File: config.mk
export PLATFORM = sky130hd
export DESIGN_NAME = load_store_unit
export DESIGN_NICKNAME = d
export VERILOG_FILES = /design/src/rtl/lsu_pkg.sv /design/src/rtl/lsu_lane_align.sv /design/src/rtl/load_store_unit.sv
export SDC_FILE = /design/constraint.sdc
export NUM_CORES = 1
export LEC_CHECK = 0
export ABC_AREA = 0
export BUFFER_PORTS_ARGS = -buffer_cell sky130_fd_sc_hd__buf_2
export CAP_MARGIN = 20
export CORE_AREA = 2 2 115 117
export DETAILED_ROUTE_END_ITERATION = 10
export DIE_AREA = 0 0 117 119
export PLACE_DENSITY = 0.86
export SETUP_SLACK_MARGIN = 0.2
export SLEW_MARGIN = 15
export SYNTH_ARGS = -nofsm -noshare
export SYNTH_HDL_FRONTEND = slang
export SYNTH_HIERARCHICAL = 1
export SYNTH_SLANG_ARGS = --single-unit
File: constraint.sdc
create_clock -name clk -period 2.1 [get_ports clk]
set_input_delay 0.105 -clock clk [delete_from_list [all_inputs] [get_ports clk]]
set_output_delay 0.105 -clock clk [all_outputs]
set_load 0.02 [all_outputs]
File: src/rtl/lsu_pkg.sv
// rtl/lsu_pkg.sv - shared encodings, FSM states and helpers for the load/store unit
package lsu_pkg;

    localparam logic [1:0] SZ_BYTE = 2'b00;
    localparam logic [1:0] SZ_HALF = 2'b01;
    localparam logic [1:0] SZ_WORD = 2'b10;

    typedef enum logic [1:0] {
        IDLE = 2'd0,
        WAIT = 2'd1,
        DONE = 2'd2
    } lsu_state_e;

    // Byte lanes touched by an access; only meaningful for aligned sizes.
    function automatic logic [3:0] be_gen(input logic [1:0] size, input logic [1:0] off);
        case (size)
            SZ_BYTE: be_gen = 4'b0001 << off;
            SZ_HALF: be_gen = 4'b0011 << off;
            SZ_WORD: be_gen = 4'b1111;
            default: be_gen = 4'b0000;
        endcase
    endfunction

    // Size 11 is treated as misaligned so the core takes the same trap path.
    function automatic logic is_misaligned(input logic [1:0] size, input logic [1:0] off);
        case (size)
            SZ_BYTE: is_misaligned = 1'b0;
            SZ_HALF: is_misaligned = off[0];
            SZ_WORD: is_misaligned = (off != 2'b00);
            default: is_misaligned = 1'b1;
        endcase
    endfunction

endpackage

File: src/rtl/lsu_lane_align.sv
// rtl/lsu_lane_align.sv - shifts the addressed lane of a read word down and extends it
//
// Ports:
//   rdata_i     read word from the data memory
//   off_i       byte offset of the access within the word
//   size_i      access size (byte/half/word)
//   unsigned_i  1 = zero-extend, 0 = sign-extend
//   data_o      32-bit extended load value
module lsu_lane_align
    import lsu_pkg::*;
(
    input  logic [31:0] rdata_i,
    input  logic [1:0]  off_i,
    input  logic [1:0]  size_i,
    input  logic        unsigned_i,
    output logic [31:0] data_o
);

    logic [31:0] shifted;

    always_comb begin
        shifted = rdata_i >> {off_i, 3'b000};
        case (size_i)
            SZ_BYTE: data_o = unsigned_i ? {24'h0, shifted[7:0]}
                                         : {{24{shifted[7]}}, shifted[7:0]};
            SZ_HALF: data_o = unsigned_i ? {16'h0, shifted[15:0]}
                                         : {{16{shifted[15]}}, shifted[15:0]};
            default: data_o = shifted;
        endcase
    end

endmodule

File: src/rtl/load_store_unit.sv
// rtl/load_store_unit.sv - memory-access stage: handshake, byte enables, load extension, timeout
//
// Ports:
//   clk, reset                      clock, synchronous active-high reset
//   req_valid/req_write/req_size/req_unsigned/addr/wdata
//                                   load/store request from execute
//   stall                           freeze PC and write-back while an access is in flight
//   load_data/load_valid            extended load result and its one-cycle strobe
//   misaligned                      combinational reject of an unaligned/illegal request
//   bus_error                       one-cycle strobe after a timed-out access
//   mem_req/mem_we/mem_addr/mem_be/mem_wdata/mem_ready/mem_rdata
//                                   data-memory ready-handshake port
module load_store_unit
    import lsu_pkg::*;
#(
    parameter int unsigned TIMEOUT_CYCLES = 255
) (
    input  logic        clk,
    input  logic        reset,
    input  logic        req_valid,
    input  logic        req_write,
    input  logic [1:0]  req_size,
    input  logic        req_unsigned,
    input  logic [31:0] addr,
    input  logic [31:0] wdata,
    output logic        stall,
    output logic [31:0] load_data,
    output logic        load_valid,
    output logic        misaligned,
    output logic        bus_error,
    output logic        mem_req,
    output logic        mem_we,
    output logic [31:0] mem_addr,
    output logic [3:0]  mem_be,
    output logic [31:0] mem_wdata,
    input  logic        mem_ready,
    input  logic [31:0] mem_rdata
);

    localparam logic [15:0] TIMEOUT_LIMIT = TIMEOUT_CYCLES[15:0];

    lsu_state_e  state_q;
    logic [15:0] cnt_q, cnt_d;
    logic        write_q, unsigned_q;
    logic [1:0]  size_q, off_q;
    logic        mem_req_q, mem_we_q;
    logic [31:0] mem_addr_q, mem_wdata_q, load_data_q;
    logic [3:0]  mem_be_q;
    logic        load_valid_q, bus_error_q;

    logic        req_bad, accept;
    logic [31:0] wdata_rep, ext_data;

    always_comb begin
        req_bad    = is_misaligned(req_size, addr[1:0]);
        accept     = (state_q == IDLE) && req_valid && !req_bad;
        misaligned = (state_q == IDLE) && req_valid && req_bad;
        stall      = accept || (state_q == WAIT);
        cnt_d      = cnt_q + 16'd1;
        case (req_size)
            SZ_BYTE: wdata_rep = {4{wdata[7:0]}};
            SZ_HALF: wdata_rep = {2{wdata[15:0]}};
            default: wdata_rep = wdata;
        endcase
    end

    // Offset/size/unsigned come from the latched request so the lane
    // selection stays fixed while the core holds or changes its inputs.
    lsu_lane_align u_lane_align (
        .rdata_i    (mem_rdata),
        .off_i      (off_q),
        .size_i     (size_q),
        .unsigned_i (unsigned_q),
        .data_o     (ext_data)
    );

    always_ff @(posedge clk) begin
        if (reset) begin
            state_q      <= IDLE;
            cnt_q        <= 16'd0;
            write_q      <= 1'b0;
            unsigned_q   <= 1'b0;
            size_q       <= SZ_BYTE;
            off_q        <= 2'b00;
            mem_req_q    <= 1'b0;
            mem_we_q     <= 1'b0;
            mem_addr_q   <= 32'h0;
            mem_be_q     <= 4'h0;
            mem_wdata_q  <= 32'h0;
            load_data_q  <= 32'h0;
            load_valid_q <= 1'b0;
            bus_error_q  <= 1'b0;
        end else begin
            load_valid_q <= 1'b0;
            bus_error_q  <= 1'b0;
            case (state_q)
                IDLE: begin
                    if (accept) begin
                        write_q     <= req_write;
                        unsigned_q  <= req_unsigned;
                        size_q      <= req_size;
                        off_q       <= addr[1:0];
                        mem_addr_q  <= {addr[31:2], 2'b00};
                        mem_be_q    <= req_write ? be_gen(req_size, addr[1:0]) : 4'b0000;
                        mem_wdata_q <= wdata_rep;
                        mem_req_q   <= 1'b1;
                        mem_we_q    <= req_write;
                        cnt_q       <= 16'd0;
                        state_q     <= WAIT;
                    end
                end
                WAIT: begin
                    if (mem_ready) begin
                        mem_req_q <= 1'b0;
                        mem_we_q  <= 1'b0;
                        if (!write_q) begin
                            load_data_q  <= ext_data;
                            load_valid_q <= 1'b1;
                        end
                        state_q <= DONE;
                    end else if (cnt_q == TIMEOUT_LIMIT) begin
                        mem_req_q   <= 1'b0;
                        mem_we_q    <= 1'b0;
                        load_data_q <= 32'h0;
                        bus_error_q <= 1'b1;
                        state_q     <= DONE;
                    end else begin
                        cnt_q <= cnt_d;
                    end
                end
                // req_valid is ignored here so the finishing instruction is not re-issued.
                DONE:    state_q <= IDLE;
                default: state_q <= IDLE;
            endcase
        end
    end

    assign mem_req    = mem_req_q;
    assign mem_we     = mem_we_q;
    assign mem_addr   = mem_addr_q;
    assign mem_be     = mem_be_q;
    assign mem_wdata  = mem_wdata_q;
    assign load_data  = load_data_q;
    assign load_valid = load_valid_q;
    assign bus_error  = bus_error_q;

endmodule
==> results.json, run 1 <==
{
  "outcome": "finished clean",
  "cp_max_fo": 6,
  "place_area_mm2": 0.00748,
  "peakVddDrop_mv": 0.518,
  "routed-via-count": 6820,
  "ys_seq_area_share_pct": 39.8,
  "leakagePower_nw": 3.63,
  "grt_pass1_wl_um": 31400,
  "clock-sinks": 126,
  "final_area_mm2": 0.00858,
  "cp_slowest_cell": "or3b_1",
  "drive_gt1_share_pct": 28.3,
  "clock_skew_ns": 0.0109,
  "fin_crit_sh_pct": 85.9,
  "worstPathArrival_ns": 2.14,
  "gr-total-overflow": 0,
  "grt_setup_unrepaired": "false",
  "place_inst": 1130,
  "viasPerCell": 5.62,
  "ys.flop_type": "dfxtp_1",
  "drcViolationCount": 0,
  "grt_use_total_pct": 28.0,
  "synth_cell_type_count": 60,
  "ys_ff_latch": 126,
  "dieArea_mm2": 0.0139,
  "diodes": 0,
  "fin_crit_ns": 1.80,
  "antenna_found_initial": 0,
  "yosys.area.top_type_share_pct": 39.8,
  "synth_cells": 797,
  "start_kind": "register",
  "die_y_um": 119,
  "syn_avg_cell_area_um2": 7.95,
  "final_cells": 1214,
  "ys_async_sr_fraction_pct": 0,
  "wl_per_cell_um": 16.5,
  "slew_violations": 0,
  "cts_buffer_depth": 2,
  "critPathMaxStageDelay_ns": 0.48,
  "hold_path.class": "primary input to register",
  "synth_warnings": 6,
  "netlist_area_mm2": 0.00633,
  "path_clk_slew_ns": 0.05,
  "dr.pass1.iters": 5,
  "routabilityCongestion": 0.903,
  "crit_type": "register to register",
  "rows": 42,
  "worst_pin_slew_ns": 0.572,
  "finalWirelength_um": 20000,
  "syn2layout_area_growth_pct": 35.4,
  "worst_setup_path_end_kind": "register",
  "final_common_cell": "buf_2",
  "tns_ns": 0,
  "final_nets": 1131,
  "start_util_pct": 49.2,
  "crit_required_ns": 2.44,
  "worstSkewPairLatency_ns": 0.41,
  "core_mm2": 0.0129,
  "synth_edf_count": 0,
  "grt_pass1_vias": 6299,
  "relSlewSlack_pct": 61.7,
  "drtIter0Drc": 738,
  "ios": 210,
  "cts_tree": "done",
  "grt_max_degree": 51,
  "portBuffers": 207,
  "powerDensity_mw_per_mm2": 753,
  "ant_nets": 0,
  "h-tree-depth": 4,
  "finalHoldViolations": 0,
  "layout_common_cells": "206 x buf_2, 142 x nand2_1, 123 x dfxtp_1, 119 x a21oi_1, 59 x nor2_1",
  "synth_area_leader_cell": "dfxtp_1",
  "synth_area_leaders": "dfxtp_1 40%, a21oi_1 9.4%, nand2_1 8.4%",
  "path_cells": "or3b_1, a41o_4, or4_4, o211ai_2",
  "die_w_um": 117,
  "cts_buffers": 17,
  "root_buffer": "clkbuf_16",
  "setup_viol": 0,
  "drv_cap": 0,
  "fill_cells": 1051,
  "maxClockFrequency_mhz": 555,
  "dpl.hpwl_um": 12600
}
-- power breakdown --
| part | internal [mW] | total, mW | switching, mW |
|---|---|---|---|
| sequential | 2.52 | 2.59 | 0.0708 |
| clock | 1.65 | 2.67 | 1.02 |
| combinational | 0.481 | 1.20 | 0.720 |
| total | 4.65 | 6.46 | 1.81 |
-- cell families after synthesis --
group | after synthesis | synth area share (%)
multiplexers | 35 | 5.71
flip-flops | 126 | 39.8
adder cells (fa/ha/maj) | 1 | 0.197
AO/OA/AOI/OAI | 243 | 24.9
other | 1 | 0.0592
XOR/XNOR | 1 | 0.138
AND/OR/NAND/NOR | 314 | 23.8
buffers and inverters | 76 | 5.45
-- timing repair --
item	CTS	global route
endpoints found under the setup margin	5	22
gates cloned	1	0
buffers inserted	3	3
pin swaps	1	1
hold endpoints to repair	48	0
hold buffers	46	0
gates resized for setup	3	7
-- final cells by class --
type	instances	area (µm²)	area share, %
clock buffer	25	465	5.43
clock inverter	6	62.6	0.729
inverter	4	15.0	0.175
multi-input combinational	597	3510	40.9
sequential	126	2530	29.4
tap	176	220	2.57
timing repair buffer	280	1780	20.7
-- per-layer routing --
layer | part of all wire, % | GRT usage, %
met4 | 3.7 | 13.8
met2 | 46 | 43.8
met5 | 0 | 0
met1 | 42 | 36.0
met3 | 8.6 | 6.72
-- final timing paths --
check	startpoint	to	slack [ns]	cells past startpoint
hold / removal	wdata[15]	mem_wdata[15]	0.01	3
hold reg to reg	mem_be[1]	mem_be[1]	0.45	2
setup reg to reg	state_q[0]	cnt_q[9]	0.30	4
setup / recovery	state_q[0]	cnt_q[9]	0.30	4
-- cell usage after synthesis, types with 4 or more instances --
| cell type | count |
|---|---|
| a211oi_1 | 15 |
| o2bb2ai_1 | 8 |
| a311o_1 | 4 |
| o21ai_0 | 20 |
| buf_2 | 15 |
| nand2b_1 | 34 |
| nor3_1 | 5 |
| nor2_1 | 59 |
| o22ai_1 | 8 |
| o31ai_1 | 33 |
| o211ai_1 | 6 |
| clkbuf_1 | 44 |
| or2_2 | 9 |
| a311oi_1 | 13 |
| buf_1 | 4 |
| nand4_1 | 10 |
| nor2b_1 | 15 |
| buf_4 | 7 |
| nor4_1 | 7 |
| and3_1 | 4 |
| dfxtp_1 | 126 |
| nand3_1 | 8 |
| a21oi_1 | 119 |
| nand2_1 | 142 |
| mux2i_1 | 32 |
-- critical path: cells and delay by family (launching register included) --
kind	cells	cell delay [ns]
flip-flops	1	0.39
AO/OA/AOI/OAI	2	0.38
AND/OR/NAND/NOR	2	0.96
-- metrics by stage --
| stage | setup slack, ns | hold WS [ns] | total power, mW | utilization, % |
|---|---|---|---|---|
| after global routing | 0.201 | 0.0278 | 6.70 | 66.6 |
| final | 0.297 | 0.0137 | 6.46 | 66.6 |
| after CTS | 0.237 | 0.000742 | 6.43 | 66.2 |
| after global placement | 0.214 | 0.346 | 3.69 | 58.1 |
| after detailed placement | 0.152 | 0.351 | 3.71 | 58.1 |
| after floorplan | 0.252 | 0.184 | 3.33 | - |
-- flip-flops by register name, indices dropped and copies added, names as in the netlist --
name	flops
mem_be	4
load_valid	1
load_data	32
write_q	1
mem_we	1
mem_addr	30
mem_wdata	32
state_q	2
bus_error	1
cnt_q	16
off_q	2
mem_req	1
unsigned_q	1
size_q	2
Power figures use the tool's default switching activity.
==> run 2: changes to the inputs <==
- BUFFER_PORTS_ARGS: -buffer_cell sky130_fd_sc_hd__buf_2 -> -buffer_cell sky130_fd_sc_hd__buf_4
==> run 2 against run 1 <==
Worst hold slack better by 0.018 ns. Global-route usage up 0.33 points. Non-clock buffer count up 3. Wire length up 2.8%. Clock power up 13%. Via count up 2.1%. Largest cell class unchanged.
==> results.json, run 2 (synthesis results as in run 1) <==
{
  "power_switching_mw": 1.85,
  "critPathMaxStageDelay_ns": 0.60,
  "dr.pass1.iters": 5,
  "path_depth": 4,
  "h-tree-depth": 4,
  "start_kind": "register",
  "diodes": 0,
  "grt_pass1_vias": 6616,
  "wl_per_cell_um": 16.9,
  "fin_crit_sh_pct": 89.0,
  "grt_pass1_wl_um": 31700,
  "drive_gt1_share_pct": 28.6,
  "root_buffer": "clkbuf_16",
  "ios": 210,
  "final_area_mm2": 0.00918,
  "powerDensity_mw_per_mm2": 754,
  "p_comb_share_pct": 18.9,
  "clock-sinks": 126,
  "cts_tree": "done",
  "worst_setup_path_end_kind": "register",
  "crit_type": "register to register",
  "slew_violations": 0,
  "worstSkewPairLatency_ns": 0.41,
  "cts_buffers": 17,
  "crit_required_ns": 2.39,
  "place_area_mm2": 0.00802,
  "fin_crit_ns": 1.87,
  "routabilityCongestion": 0.940,
  "finalHoldViolations": 0,
  "sequentialPowerShare_pct": 37.5,
  "pwr-share-clk_pct": 43.6,
  "grt_util_met2_pct": 45.3,
  "dpl.hpwl_um": 13200,
  "maxClockFrequency_mhz": 535,
  "die_w_um": 117,
  "min_path_cells": 3,
  "worst_pin_slew_ns": 0.613,
  "grt_use_total_pct": 28.4,
  "cts_buffer_depth": 2,
  "grtUsageMet3_pct": 9.47,
  "finalPower_mw": 6.93,
  "grt_setup_unrepaired": "false",
  "final_common_cell": "buf_4",
  "place_inst": 1133,
  "antenna_found_initial": 0,
  "viasPerCell": 5.72,
  "hold_path.class": "primary input to register",
  "crit_buf_inv": 0,
  "worstPathArrival_ns": 2.16,
  "grt_max_degree": 59,
  "drcViolationCount": 0,
  "portBuffers": 207,
  "core_mm2": 0.0129,
  "p_sw_share_pct": 26.7,
  "cp_top_family": "simple AND/OR/NAND/NOR gates",
  "grtUsageMet1_pct": 34.4,
  "final_cells": 1217,
  "path_clk_slew_ns": 0.05,
  "path_cells": "nand3_1, or4_1, and3_1, a311o_1",
  "drtIter0Drc": 660,
  "ant_nets": 0,
  "clock_skew_ns": 0.00907,
  "reg2regPathDepth": 4,
  "setup_viol": 0,
  "routed-via-count": 6966,
  "gr-total-overflow": 0,
  "outcome": "finished clean",
  "leakagePower_nw": 3.75,
  "peakVddDrop_mv": 0.477,
  "finalWirelength_um": 20600,
  "cp_max_fo": 8,
  "relSlewSlack_pct": 59.0,
  "drv_cap": 0,
  "layout_common_cells": "230 x buf_4, 141 x nand2_1, 126 x dfxtp_1, 119 x a21oi_1, 59 x nor2_1",
  "cp_slowest_cell": "or4_1",
  "start_util_pct": 49.2,
  "fill_cells": 932,
  "final_nets": 1133,
  "tns_ns": 0,
  "top_usage_layer": "met2",
  "syn2layout_area_growth_pct": 45.0,
  "die_y_um": 119,
  "rows": 42,
  "setup_ws_ns": 0.231,
  "power.internal_mw": 5.08,
  "dpl_worst_slack_ns": 0.244,
  "dieArea_mm2": 0.0139
}
run 2: cell count changes in the layout (fill, tap and decap cells not counted), moves of 3 or more:
cell,previous run,this run
buf_2,206,0
dfxtp_2,3,0
buf_4,22,230
clkbuf_1,7,4
dfxtp_1,123,126
run 2: worst reg2reg max path, cell delays in order, from the launching register on:
cell and delay, ns:
dfxtp_1 0.43, nand3_1 0.22, or4_1 0.60, and3_1 0.19, a311o_1 0.31
run 2: area by class of cell:
cell class                 count  area (µm²)  share of cell area, %
tap                          176         220                   2.40
clock inverter                 8         130                   1.42
clock buffer                  24         482                   5.25
inverter                       4        15.0                  0.163
timing repair buffer         283        2310                   25.1
multi-input combinational    596        3510                   38.2
sequential                   126        2520                   27.5
run 2: repair_timing:
action | 4_1_cts | 5_1_grt
buffers inserted | 0 | 4
endpoints found under the setup margin | 1 | 37
pin swaps | 0 | 3
gates resized for setup | 2 | 6
hold endpoints to repair | 50 | 0
hold buffers | 48 | 0
run 2: worst paths after layout:
kind              slack, ns       from             to
hold / removal         0.03  wdata[15]  mem_wdata[15]
hold reg to reg        0.45  mem_be[2]      mem_be[2]
setup reg to reg       0.23   cnt_q[5]      cnt_q[11]
setup / recovery       0.23   cnt_q[5]      cnt_q[11]
run 2: power by group through the flow:
stage	logic [mW]	registers [mW]	clock network, mW
after floorplan	0.557	2.77	0
after global routing	1.40	2.61	3.18
final	1.31	2.60	3.02
after detailed placement	1.19	2.64	0
after CTS	1.27	2.59	3.06
after global placement	1.18	2.64	0
run 2: per-layer routing:
| layer | vias up | part of all wire, % |
|---|---|---|
| li1 | 3310 | - |
| met1 | 3223 | 39 |
| met2 | 375 | 47 |
| met3 | 58 | 9.8 |
| met4 | 0 | 3.5 |
| met5 | - | 0 |
run 2: through the flow:
| step | utilization (%) | hold slack [ns] |
|---|---|---|
| CTS | 70.8 | 0.00238 |
| floorplan | - | 0.184 |
| global placement | 62.3 | 0.351 |
| global route | 71.3 | 0.0362 |
| finish | 71.3 | 0.0312 |
| detailed placement | 62.3 | 0.361 |
==> run 3: changes to the inputs <==
- MAX_ROUTING_LAYER: not set -> met4
==> run 3 against run 2 <==
Global-route usage is 1.2 points higher. Cell count is 0.41% higher. Design area hardly changed. Sequential power hardly changed. Critical path type unchanged. Largest power group unchanged. Highest routed layer unchanged.
==> results.json, run 3 (synthesis results as in run 1) <==
{
  "cp-startpoint": "cnt_q[0]",
  "gr-total-overflow": 0,
  "antenna_found_initial": 0,
  "crit_buf_inv": 1,
  "dr.pass1.iters": 5,
  "clock_skew_ns": 0.0127,
  "worst_setup_path_end_kind": "register",
  "critPathMaxStageDelay_ns": 0.49,
  "ios": 210,
  "hold_path.class": "primary input to register",
  "finalPower_mw": 6.63,
  "setup_ws_ns": 0.253,
  "fin_crit_sh_pct": 88.0,
  "r2r_end": "cnt_q[9]",
  "grt_pass1_wl_um": 31900,
  "setup_viol": 0,
  "p_comb_share_pct": 20.0,
  "pwr-share-clk_pct": 40.8,
  "ant_nets": 0,
  "peakVddDrop_mv": 0.602,
  "die_y_um": 119,
  "relSlewSlack_pct": 60.0,
  "cp_slowest_cell": "or4_4",
  "fin_crit_ns": 1.85,
  "grt_setup_unrepaired": "true",
  "grt_pass1_vias": 6511,
  "portBuffers": 207,
  "worstSkewPairLatency_ns": 0.42,
  "p_sw_share_pct": 28.0,
  "tns_ns": 0,
  "dieArea_mm2": 0.0139,
  "cts_buffers": 17,
  "place_area_mm2": 0.00799,
  "start_kind": "register",
  "worst_pin_slew_ns": 0.598,
  "diodes": 0,
  "crit_type": "register to register",
  "wl_per_cell_um": 17.0,
  "r2r-start": "cnt_q[0]",
  "maxClockFrequency_mhz": 541,
  "path_clk_slew_ns": 0.06,
  "root_buffer": "clkbuf_16",
  "reg2regPathDepth": 6,
  "power_switching_mw": 1.86,
  "worstPathArrival_ns": 2.18,
  "power.internal_mw": 4.77,
  "path_depth": 6,
  "drive_gt1_share_pct": 29.2,
  "drv_cap": 0,
  "cp-endpoint": "cnt_q[9]",
  "path_cells": "ha_2, and4_1, buf_4, a41o_4, or4_4, o211ai_2",
  "start_util_pct": 49.2,
  "crit_required_ns": 2.43,
  "reg2reg_slack_ns": 0.25,
  "syn2layout_area_growth_pct": 44.9,
  "finalWirelength_um": 20800,
  "clock-sinks": 126,
  "sequentialPowerShare_pct": 39.1,
  "powerDensity_mw_per_mm2": 723,
  "routed-via-count": 7005,
  "routabilityCongestion": 0.932,
  "cts_tree": "done",
  "outcome": "finished clean",
  "final_common_cell": "buf_4",
  "cp_max_fo": 12,
  "cp_top_family": "simple AND/OR/NAND/NOR gates",
  "die_w_um": 117,
  "core_mm2": 0.0129,
  "finalHoldViolations": 0,
  "grt_max_degree": 64,
  "final_nets": 1138,
  "drcViolationCount": 0,
  "dpl.hpwl_um": 13100,
  "grt_use_total_pct": 29.5,
  "dpl_worst_slack_ns": 0.188,
  "layout_common_cells": "232 x buf_4, 141 x nand2_1, 124 x dfxtp_1, 119 x a21oi_1, 59 x nor2_1",
  "rows": 42,
  "slew_violations": 0,
  "final_area_mm2": 0.00918,
  "viasPerCell": 5.73,
  "h-tree-depth": 4,
  "leakagePower_nw": 3.76,
  "cts_buffer_depth": 2,
  "drtIter0Drc": 815
}
run 3: cell count changes in the layout (fill, tap and decap cells not counted), moves of 2 or more:
| cell | previous run | this run |
|---|---|---|
| dfxtp_1 | 126 | 124 |
| dlygate4sd3_1 | 48 | 50 |
| clkinv_4 | 1 | 3 |
| clkinv_2 | 0 | 4 |
| dfxtp_2 | 0 | 2 |
| bufinv_16 | 3 | 1 |
| clkbuf_8 | 3 | 1 |
| buf_4 | 230 | 232 |
run 3: power groups by stage:
stage | registers [mW] | clock network [mW] | logic [mW]
after floorplan | 2.77 | 0 | 0.557
after global placement | 2.64 | 0 | 1.17
after detailed placement | 2.64 | 0 | 1.18
after CTS | 2.59 | 2.75 | 1.27
after global routing | 2.61 | 2.86 | 1.42
final | 2.60 | 2.71 | 1.33
run 3: tightest hold or removal path, stage by stage:
cell and delay (ns):
buf_4 0.14, o211ai_1 0.09, a21oi_1 0.06
run 3: stage by stage:
step / utilization (%) / hold slack [ns] / instances
CTS: 70.4 / 0.0178 / 1215
detailed placement: 62.1 / 0.356 / 1131
floorplan: - / 0.184 / 798
global route: 71.3 / 0.0365 / 1222
global placement: 62.1 / 0.351 / 1131
finish: 71.3 / 0.0353 / 1222
run 3: cell type report:
class | instances | area, µm²
fill | 987 | 3690
multi-input combinational | 597 | 3530
tap | 176 | 220
inverter | 4 | 15.0
timing repair buffer | 287 | 2350
clock inverter | 10 | 91.3
sequential | 126 | 2520
clock buffer | 22 | 454
run 3: how the worst min path moves through the flow:
stage / start / end / slack [ns] / depth (start not counted)
floorplan: mem_ready / bus_error / 0.18 / 1
global placement: addr[9] / mem_addr[9] / 0.35 / 3
detailed placement: mem_ready / bus_error / 0.36 / 2
CTS: req_write / write_q / 0.02 / 3
global route: req_write / mem_be[2] / 0.04 / 3
finish: req_write / mem_be[2] / 0.04 / 3
run 3: metal layers:
metal,track usage [%],vias to the layer above,part of all wire (%)
met5,-,-,0
met4,14.8,0,4.2
met3,6.36,75,8.7
met2,46.7,401,47
met1,35.3,3216,40
li1,-,3313,-
run 3: what timing repair did:
item,in CTS,in global routing
resized for setup,1,11
hold buffers,50,0
buffers inserted,1,6
hold endpoints to repair,50,0
setup endpoints to repair,2,43
cloned,1,1
pin swaps,0,1
